`src/rtl/codec_dac_tx.sv`:
```
// ---------------------------------------------------------------------------
// codec_dac_tx
//
// Playback-side I2S serializer for the audio codec DAC. Stereo sample pairs
// arrive from the processing logic over a valid/ready handshake. They are
// queued in a small circular FIFO and shifted out MSB-first on the DAC data
// pin. The codec is the bit-clock and frame-clock master, so BCLK and DACLRCK
// are asynchronous inputs. Both are synchronised into the clk domain, and
// every serial action is taken on the clk cycle that sees a BCLK falling edge.
//
// Optional feature (compile-time macro DAC_TX_HOLD_LAST_EN):
//   When defined, an underrun replays the last successfully popped pair.
//   When undefined, an underrun sends a zero pair.
//
// Ports:
//   clk                  system clock, must be at least 8x BCLK
//   rst                  synchronous active-high reset
//   codec_aud_bclk_i     codec bit clock (asynchronous)
//   codec_aud_daclrck_i  codec DAC frame clock (asynchronous), 0 = left
//   codec_aud_dacdat_o   serial DAC data to the codec
//   tx_left_i            left sample, two's complement
//   tx_right_i           right sample, two's complement
//   tx_valid_i           sample pair valid
//   tx_ready_o           FIFO can accept a pair
//   tx_level_o           registered FIFO occupancy in pairs
//   tx_underrun_o        sticky: a left slot started with the FIFO empty
//   tx_underrun_clr_i    clears tx_underrun_o (a new underrun wins)
// ---------------------------------------------------------------------------
module codec_dac_tx #(
    parameter int DATA_WIDTH      = 16,
    parameter int FIFO_DEPTH_LOG2 = 2
) (
    input  logic                       clk,
    input  logic                       rst,
    input  logic                       codec_aud_bclk_i,
    input  logic                       codec_aud_daclrck_i,
    output logic                       codec_aud_dacdat_o,
    input  logic [DATA_WIDTH-1:0]      tx_left_i,
    input  logic [DATA_WIDTH-1:0]      tx_right_i,
    input  logic                       tx_valid_i,
    output logic                       tx_ready_o,
    output logic [FIFO_DEPTH_LOG2:0]   tx_level_o,
    output logic                       tx_underrun_o,
    input  logic                       tx_underrun_clr_i
);

    localparam int FIFO_DEPTH = 1 << FIFO_DEPTH_LOG2;
    localparam int PTR_W      = FIFO_DEPTH_LOG2;
    localparam int LVL_W      = FIFO_DEPTH_LOG2 + 1;
    localparam int CNT_W      = $clog2(DATA_WIDTH + 1);

    localparam logic [LVL_W-1:0] FULL_LEVEL = LVL_W'(FIFO_DEPTH);
    localparam logic [CNT_W-1:0] LAST_BIT   = CNT_W'(DATA_WIDTH);

    typedef enum logic [1:0] {
        IDLE,
        DELAY_L,
        SHIFT,
        PAD
    } state_t;

    // -----------------------------------------------------------------------
    // Synchronisers and edge detection
    // -----------------------------------------------------------------------
    logic bclk_s1, bclk_s2, bclk_s3;
    logic lrck_s1, lrck_s2;
    logic lrck_prev;
    logic bclk_fe;
    logic lrck_edge;
    logic left_start;
    logic right_start;

    // Two flops per codec clock for metastability. A third BCLK flop gives
    // the falling-edge detector. lrck_prev records the frame clock as seen on
    // the last BCLK falling edge, so a slot change is only recognised on a
    // falling edge. It resets to 0 so that a reset taken in the middle of a
    // left slot cannot start a partial frame; a full 1 -> 0 change is needed.
    always_ff @(posedge clk) begin
        if (rst) begin
            bclk_s1   <= 1'b0;
            bclk_s2   <= 1'b0;
            bclk_s3   <= 1'b0;
            lrck_s1   <= 1'b0;
            lrck_s2   <= 1'b0;
            lrck_prev <= 1'b0;
        end else begin
            bclk_s1 <= codec_aud_bclk_i;
            bclk_s2 <= bclk_s1;
            bclk_s3 <= bclk_s2;
            lrck_s1 <= codec_aud_daclrck_i;
            lrck_s2 <= lrck_s1;
            if (bclk_fe) begin
                lrck_prev <= lrck_s2;
            end
        end
    end

    assign bclk_fe     = bclk_s3 & ~bclk_s2;
    assign lrck_edge   = bclk_fe & (lrck_s2 != lrck_prev);
    assign left_start  = lrck_edge & ~lrck_s2;
    assign right_start = lrck_edge & lrck_s2;

    // -----------------------------------------------------------------------
    // Sample FIFO
    // -----------------------------------------------------------------------
    logic [2*DATA_WIDTH-1:0] fifo_mem [FIFO_DEPTH];
    logic [PTR_W-1:0]        wr_ptr;
    logic [PTR_W-1:0]        rd_ptr;
    logic [LVL_W-1:0]        level;
    logic                    fifo_empty;
    logic                    fifo_full;
    logic                    push;
    logic                    pop;
    logic                    underrun_evt;
    logic [DATA_WIDTH-1:0]   pop_left;
    logic [DATA_WIDTH-1:0]   pop_right;

    assign fifo_empty   = (level == '0);
    assign fifo_full    = (level == FULL_LEVEL);
    // Ready is held low while reset is asserted, even if the old level was
    // below full, so no pair is accepted into a FIFO that is being cleared.
    assign tx_ready_o   = ~rst & ~fifo_full;
    assign push         = tx_valid_i & tx_ready_o;
    // Pops use the registered level only, so a pair pushed in the same cycle
    // into an empty FIFO is not visible yet. That slot is an underrun.
    assign pop          = left_start & ~fifo_empty;
    assign underrun_evt = left_start & fifo_empty;
    assign pop_left     = fifo_mem[rd_ptr][2*DATA_WIDTH-1:DATA_WIDTH];
    assign pop_right    = fifo_mem[rd_ptr][DATA_WIDTH-1:0];
    assign tx_level_o   = level;

    // Storage has no reset; only the pointers and the level define content.
    always_ff @(posedge clk) begin
        if (push) begin
            fifo_mem[wr_ptr] <= {tx_left_i, tx_right_i};
        end
    end

    // Pointers wrap naturally at the power-of-two depth. A push and a pop in
    // the same cycle leave the level unchanged.
    always_ff @(posedge clk) begin
        if (rst) begin
            wr_ptr <= '0;
            rd_ptr <= '0;
            level  <= '0;
        end else begin
            if (push) begin
                wr_ptr <= wr_ptr + PTR_W'(1);
            end
            if (pop) begin
                rd_ptr <= rd_ptr + PTR_W'(1);
            end
            case ({push, pop})
                2'b10:   level <= level + LVL_W'(1);
                2'b01:   level <= level - LVL_W'(1);
                default: level <= level;
            endcase
        end
    end

    // -----------------------------------------------------------------------
    // Underrun fill data
    // -----------------------------------------------------------------------
    logic [DATA_WIDTH-1:0] fill_left;
    logic [DATA_WIDTH-1:0] fill_right;

`ifdef DAC_TX_HOLD_LAST_EN
    logic [DATA_WIDTH-1:0] last_left;
    logic [DATA_WIDTH-1:0] last_right;

    // Remember the most recent popped pair so an underrun can replay it
    // instead of dropping to silence.
    always_ff @(posedge clk) begin
        if (rst) begin
            last_left  <= '0;
            last_right <= '0;
        end else if (pop) begin
            last_left  <= pop_left;
            last_right <= pop_right;
        end
    end

    assign fill_left  = last_left;
    assign fill_right = last_right;
`else
    assign fill_left  = '0;
    assign fill_right = '0;
`endif

    // -----------------------------------------------------------------------
    // Sticky underrun flag
    // -----------------------------------------------------------------------

    // A new underrun wins over a clear in the same cycle, so an event is
    // never lost.
    always_ff @(posedge clk) begin
        if (rst) begin
            tx_underrun_o <= 1'b0;
        end else if (underrun_evt) begin
            tx_underrun_o <= 1'b1;
        end else if (tx_underrun_clr_i) begin
            tx_underrun_o <= 1'b0;
        end
    end

    // -----------------------------------------------------------------------
    // Serializer FSM
    // -----------------------------------------------------------------------
    state_t                state;
    state_t                state_next;
    logic [DATA_WIDTH-1:0] shreg;
    logic [DATA_WIDTH-1:0] shreg_next;
    logic [DATA_WIDTH-1:0] hold_r;
    logic [DATA_WIDTH-1:0] hold_next;
    logic [CNT_W-1:0]      bitcnt;
    logic [CNT_W-1:0]      bitcnt_next;
    logic [CNT_W-1:0]      bitcnt_inc;
    logic                  dacdat_r;
    logic                  dacdat_next;

    assign bitcnt_inc         = bitcnt + CNT_W'(1);
    assign codec_aud_dacdat_o = dacdat_r;

    // State and datapath registers. The data pin is registered, so reset
    // forces it low on the cycle after rst is sampled.
    always_ff @(posedge clk) begin
        if (rst) begin
            state    <= IDLE;
            shreg    <= '0;
            hold_r   <= '0;
            bitcnt   <= '0;
            dacdat_r <= 1'b0;
        end else begin
            state    <= state_next;
            shreg    <= shreg_next;
            hold_r   <= hold_next;
            bitcnt   <= bitcnt_next;
            dacdat_r <= dacdat_next;
        end
    end

    // Next-state logic. It only acts on BCLK falling edges. A frame-clock
    // change always takes priority over the current state. This cuts a word
    // short if the slot was shorter than DATA_WIDTH bits. The edge that starts
    // a slot drives the I2S one-bit delay (a 0). The MSB follows on the next
    // falling edge. Both DELAY_L and SHIFT shift out a bit on a plain edge.
    // The difference is that DELAY_L marks the left delay slot just sent.
    // A change to the right slot is ignored in IDLE. Playback starts only
    // from a left slot, so no half frame is ever emitted.
    always_comb begin
        state_next  = state;
        shreg_next  = shreg;
        hold_next   = hold_r;
        bitcnt_next = bitcnt;
        dacdat_next = dacdat_r;

        if (bclk_fe) begin
            dacdat_next = 1'b0;
            if (left_start) begin
                state_next  = DELAY_L;
                bitcnt_next = '0;
                if (fifo_empty) begin
                    shreg_next = fill_left;
                    hold_next  = fill_right;
                end else begin
                    shreg_next = pop_left;
                    hold_next  = pop_right;
                end
            end else if (right_start && (state != IDLE)) begin
                state_next  = SHIFT;
                shreg_next  = hold_r;
                bitcnt_next = '0;
            end else begin
                case (state)
                    DELAY_L, SHIFT: begin
                        dacdat_next = shreg[DATA_WIDTH-1];
                        shreg_next  = shreg << 1;
                        bitcnt_next = bitcnt_inc;
                        if (bitcnt_inc == LAST_BIT) begin
                            state_next = PAD;
                        end else begin
                            state_next = SHIFT;
                        end
                    end
                    default: begin
                        dacdat_next = 1'b0;
                    end
                endcase
            end
        end
    end

endmodule
```
`config.mk`:
```
export PLATFORM = sky130hd
export DESIGN_NAME = codec_dac_tx
export DESIGN_NICKNAME = d
export VERILOG_FILES = /design/src/rtl/codec_dac_tx.sv
export SDC_FILE = /design/constraint.sdc
export NUM_CORES = 1
export LEC_CHECK = 0
export BUFFER_PORTS_ARGS = -buffer_cell sky130_fd_sc_hd__buf_2
export CAP_MARGIN = 15
export CORE_ASPECT_RATIO = 0.8
export CORE_UTILIZATION = 45
export CTS_CLUSTER_SIZE = 30
export DETAILED_ROUTE_END_ITERATION = 10
export GPL_ROUTABILITY_DRIVEN = 0
export HOLD_SLACK_MARGIN = 0.15
export PLACE_DENSITY_LB_ADDON = 0.2
export RECOVER_POWER = 25
export SLEW_MARGIN = 5
export SYNTH_ARGS = -nofsm -noshare
export SYNTH_HDL_FRONTEND = slang
export SYNTH_SLANG_ARGS = --single-unit
```
`constraint.sdc`:
```
create_clock -name clk -period 2.6 [get_ports clk]
set_input_delay 0.52 -clock clk [delete_from_list [all_inputs] [get_ports clk]]
set_output_delay 0.52 -clock clk [all_outputs]
set_load 0.01 [all_outputs]
```
==> key figures <==
Global routing
  • Grt total ovfl: 0
  • Vias in the first global route: roughly 4200
  • Global-route wire length before repair: 23100 um
  • Antenna violations before repair: 0
  • Global-route usage over all layers: 0.184
  • Largest net degree at the start of global routing: 59

Logic synthesis
  • Syn. warnings: 0
  • Post-synth cell types: 48
  • Syn Nets: slightly above 500
  • Synth Flop Type: edfxtp_1
  • Yosys reg bits: 184
  • Mapped Area: between 7000 and 8000 sq um
  • Syn Area/Cell: ~16 sq um
  • Number of synthesized flops with an enable pin: 128
  • Syn Inst Count: 469
  • Share of flip-flops with an asynchronous set or reset: 0
  • Sequential area share after synthesis: 0.672

Place
  • DP HPWL: ~8400 um
  • Number of buffers added on ports: 43
  • Placed cells: 712

Worst setup path
  • Reg2Reg Depth: 8
  • Worst setup SP type: flip-flop
  • Critical-path cell list: nand4bb_1, nor2_4, ha_1, inv_1, fa_1, xor2_1, or3_1, a21oi_1
  • Arr. time, crit path: 2.40 ns
  • Crit-path leading delay family: simple AND/OR/NAND/NOR gates
  • Buf/Inv on CP: 1
  • Critical path capture point type: flip-flop
  • Setup slack, reg-to-reg: 0.55 ns
  • Reg2reg end: tx_level_o[2]$_SDFFE_PP0P_
  • Worst Path Required: a little under 3 ns
  • Crit path launch: bclk_s2$_SDFF_PP0_
  • CP Max Fanout: 5
  • Worst reg2reg startpoint: bclk_s2$_SDFF_PP0_
  • WS Path Type: reg2reg
  • Slowest CP cell: fa_1
  • Worst path max stage delay: ~0.37 ns

STA
  • Hold Vio Cnt, Final: 0
  • Part of the cycle the worst path needs: 0.788
  • Max Clk Rate: slightly below 0.5 GHz
  • Max_slew headroom: 0.531
  • Slew at the pin closest to its max-slew limit: 0.703 ns
  • RSZ-0062 raised after global routing: no
  • # setup viols final: 0
  • Final Max Tran Viols: 0
  • Tmin final: 2.05 ns
  • Setup TNS: 0 ns
  • Final Skew: 0.0120 ns

Die
  • Ports: 44
  • Die Ht: 117 um
  • Initial Util: 0.465
  • FP Rows: between 40 and 50
  • Die Area: 16900 sq um
  • Core area: ~16000 sq um
  • Die width: 145 um

Detailed routing
  • DR pass1 iterations: 5
  • DRT Wirelength: 14000 um
  • DR WL/cell: between 15 and 20 um
  • Via count: 4064
  • 1st-iter DRT viols: 234
  • Via/cell ratio: 5.46
  • Routed Antenna Nets: 0
  • DRC: 0

Clocking
  • CTS H-tree lvls: 4
  • Root Buffer: clkbuf_16
  • Setup bufs post-CTS: 0
  • Hold_buf cts: 0
  • Reg clk slew, reported paths: 0.07 ns
  • Worst skew pair latency: about 0.43 ns
  • Clock Sinks: between 150 and 200
  • Clock tree buffer depth: 2
  • PostCTS Resize Cnt: 0
  • TritonCTS clock tree: done
  • CTS buffer count: 17

Power
  • Static leakage: 2.64 nW
  • Peak VDD IR: 0.000634 V
  • Design Power: 0.00583 W
  • Cell area power density: 694 nW/um^2

Flow run
  • Max cap viols: 0

Hold path
  • Hold path endpoint: fifo_mem[2][11]$_DFFE_PP_
  • Worst hold stages: 1
  • Min-delay src: tx_right_i[11]
  • Worst Hold Class: in2reg

Layout
  • Nets: approximately 560
  • # diodes: 0
  • Synth-to-Final Area Change: 13.6%
  • Layout cells sized above 1: 0.216
  • Layout Cells excl Fill: 744

Status
  • Outcome: finished, final reports clean
-- metal layers --
metal / vias to the layer above / GRT usage / share of wire
met4: 0 / 0.0604 / 0.0067
li1: 1911 / - / -
met3: 6 / 0.0520 / 0.042
met5: - / 0 / 0
met2: 76 / 0.291 / 0.48
met1: 2071 / 0.247 / 0.47
-- where the power goes --
part,switching [W],internal [W]
Sequential,0.0000174,0.00319
Combinational,0.000119,0.0000702
Clock,0.00110,0.00133
Total,0.00124,0.00459
-- worst register-to-register path: stages (launching register included) --
cell       delay (ns)
dfxtp_1          0.33
nand4bb_1        0.26
nor2_4           0.15
ha_1             0.18
inv_1            0.06
fa_1             0.37
xor2_1           0.15
or3_1            0.31
a21oi_1          0.15
-- worst max-delay path by stage --
| stage | to | slack, ns | cells past startpoint |
|---|---|---|---|
| floorplan | tx_level_o[2]$_SDFFE_PP0P_ | 0.34 | 10 |
| global placement | tx_level_o[2]$_SDFFE_PP0P_ | 0.58 | 10 |
| detailed placement | tx_level_o[2]$_SDFFE_PP0P_ | 0.51 | 10 |
| CTS | tx_level_o[2]$_SDFFE_PP0P_ | 0.53 | 8 |
| global route | tx_level_o[2]$_SDFFE_PP0P_ | 0.39 | 8 |
| finish | tx_level_o[2]$_SDFFE_PP0P_ | 0.55 | 8 |
-- stage by stage --
stage	worst slack [ns]	area, sq um	utilization	hold WS (ns)
after floorplan	0.344	7390	-	0.414
after global placement	0.580	7870	0.495	0.477
after detailed placement	0.507	7870	0.495	0.463
after CTS	0.534	8430	0.530	0.281
after global routing	0.392	8400	0.528	0.303
final	0.551	8400	0.528	0.312
-- layout by cell type, fill, tap and decap left out, drive strengths merged, types with 5 or more instances in the layout --
cell / netlist / layout
edfxtp: 128 / 128
dfxtp: 56 / 56
nor2: 48 / 48
clkbuf: 7 / 43
a22oi: 33 / 33
buf: 22 / 33
mux4: 32 / 32
nor2b: 24 / 24
a21oi: 21 / 21
a211oi: 17 / 17
o21a: 15 / 15
inv: 10 / 14
ha: 7 / 7
nand2: 6 / 6
clkinv: 0 / 5
-- flip-flops by register name (all words and copies together) (netlist names), 2 cells and up, named ones only --
| signal | flops |
|---|---|
| fifo_mem | 128 |
| state | 2 |
| tx_level_o | 3 |
| wr_ptr | 2 |
| bitcnt | 5 |
| hold_r | 16 |
| shreg | 16 |
| rd_ptr | 2 |
-- cell families (layout without fill, tap and decap cells) --
| group | count (synthesis) | count (layout) | synth area share |
|---|---|---|---|
| mux | 33 | 33 | 0.0988 |
| buf+inv | 39 | 99 | 0.0284 |
| flops | 184 | 184 | 0.672 |
| compound gates | 103 | 103 | 0.110 |
| xor+xnor | 5 | 5 | 0.00592 |
| simple gates | 97 | 97 | 0.0711 |
| fa+ha+maj | 8 | 8 | 0.0146 |
-- cell type report --
type                            count  area (sq um)
Fill cell                        1330          7500
Sequential cell                   184          4970
Multi-Input combinational cell    246          2220
Clock buffer                       19           433
Timing Repair Buffer               57           353
Tap cell                          215           269
Clock inverter                     13           121
Inverter                           10          37.5
-- cell usage after synthesis (all sizes together), types with 2 or more instances --
| cell type | number | area [sq um] |
|---|---|---|
| a211oi | 17 | 203 |
| a21oi | 21 | 105 |
| a22oi | 33 | 248 |
| a31oi | 2 | 12.5 |
| a32o | 2 | 20.0 |
| and2 | 4 | 25.0 |
| buf | 22 | 146 |
| clkbuf | 7 | 26.3 |
| dfxtp | 56 | 1120 |
| edfxtp | 128 | 3840 |
| ha | 7 | 87.6 |
| inv | 10 | 37.5 |
| mux4 | 32 | 721 |
| nand2 | 6 | 22.5 |
| nand3 | 2 | 10.0 |
| nor2 | 48 | 188 |
| nor2b | 24 | 150 |
| nor3 | 2 | 15.0 |
| nor3b | 2 | 26.3 |
| o21a | 15 | 113 |
| o21ai | 4 | 20.0 |
| o31ai | 3 | 27.5 |
| or3 | 2 | 12.5 |
| xnor2 | 3 | 26.3 |
| xor2 | 2 | 17.5 |
Power figures use the tool's default switching activity.
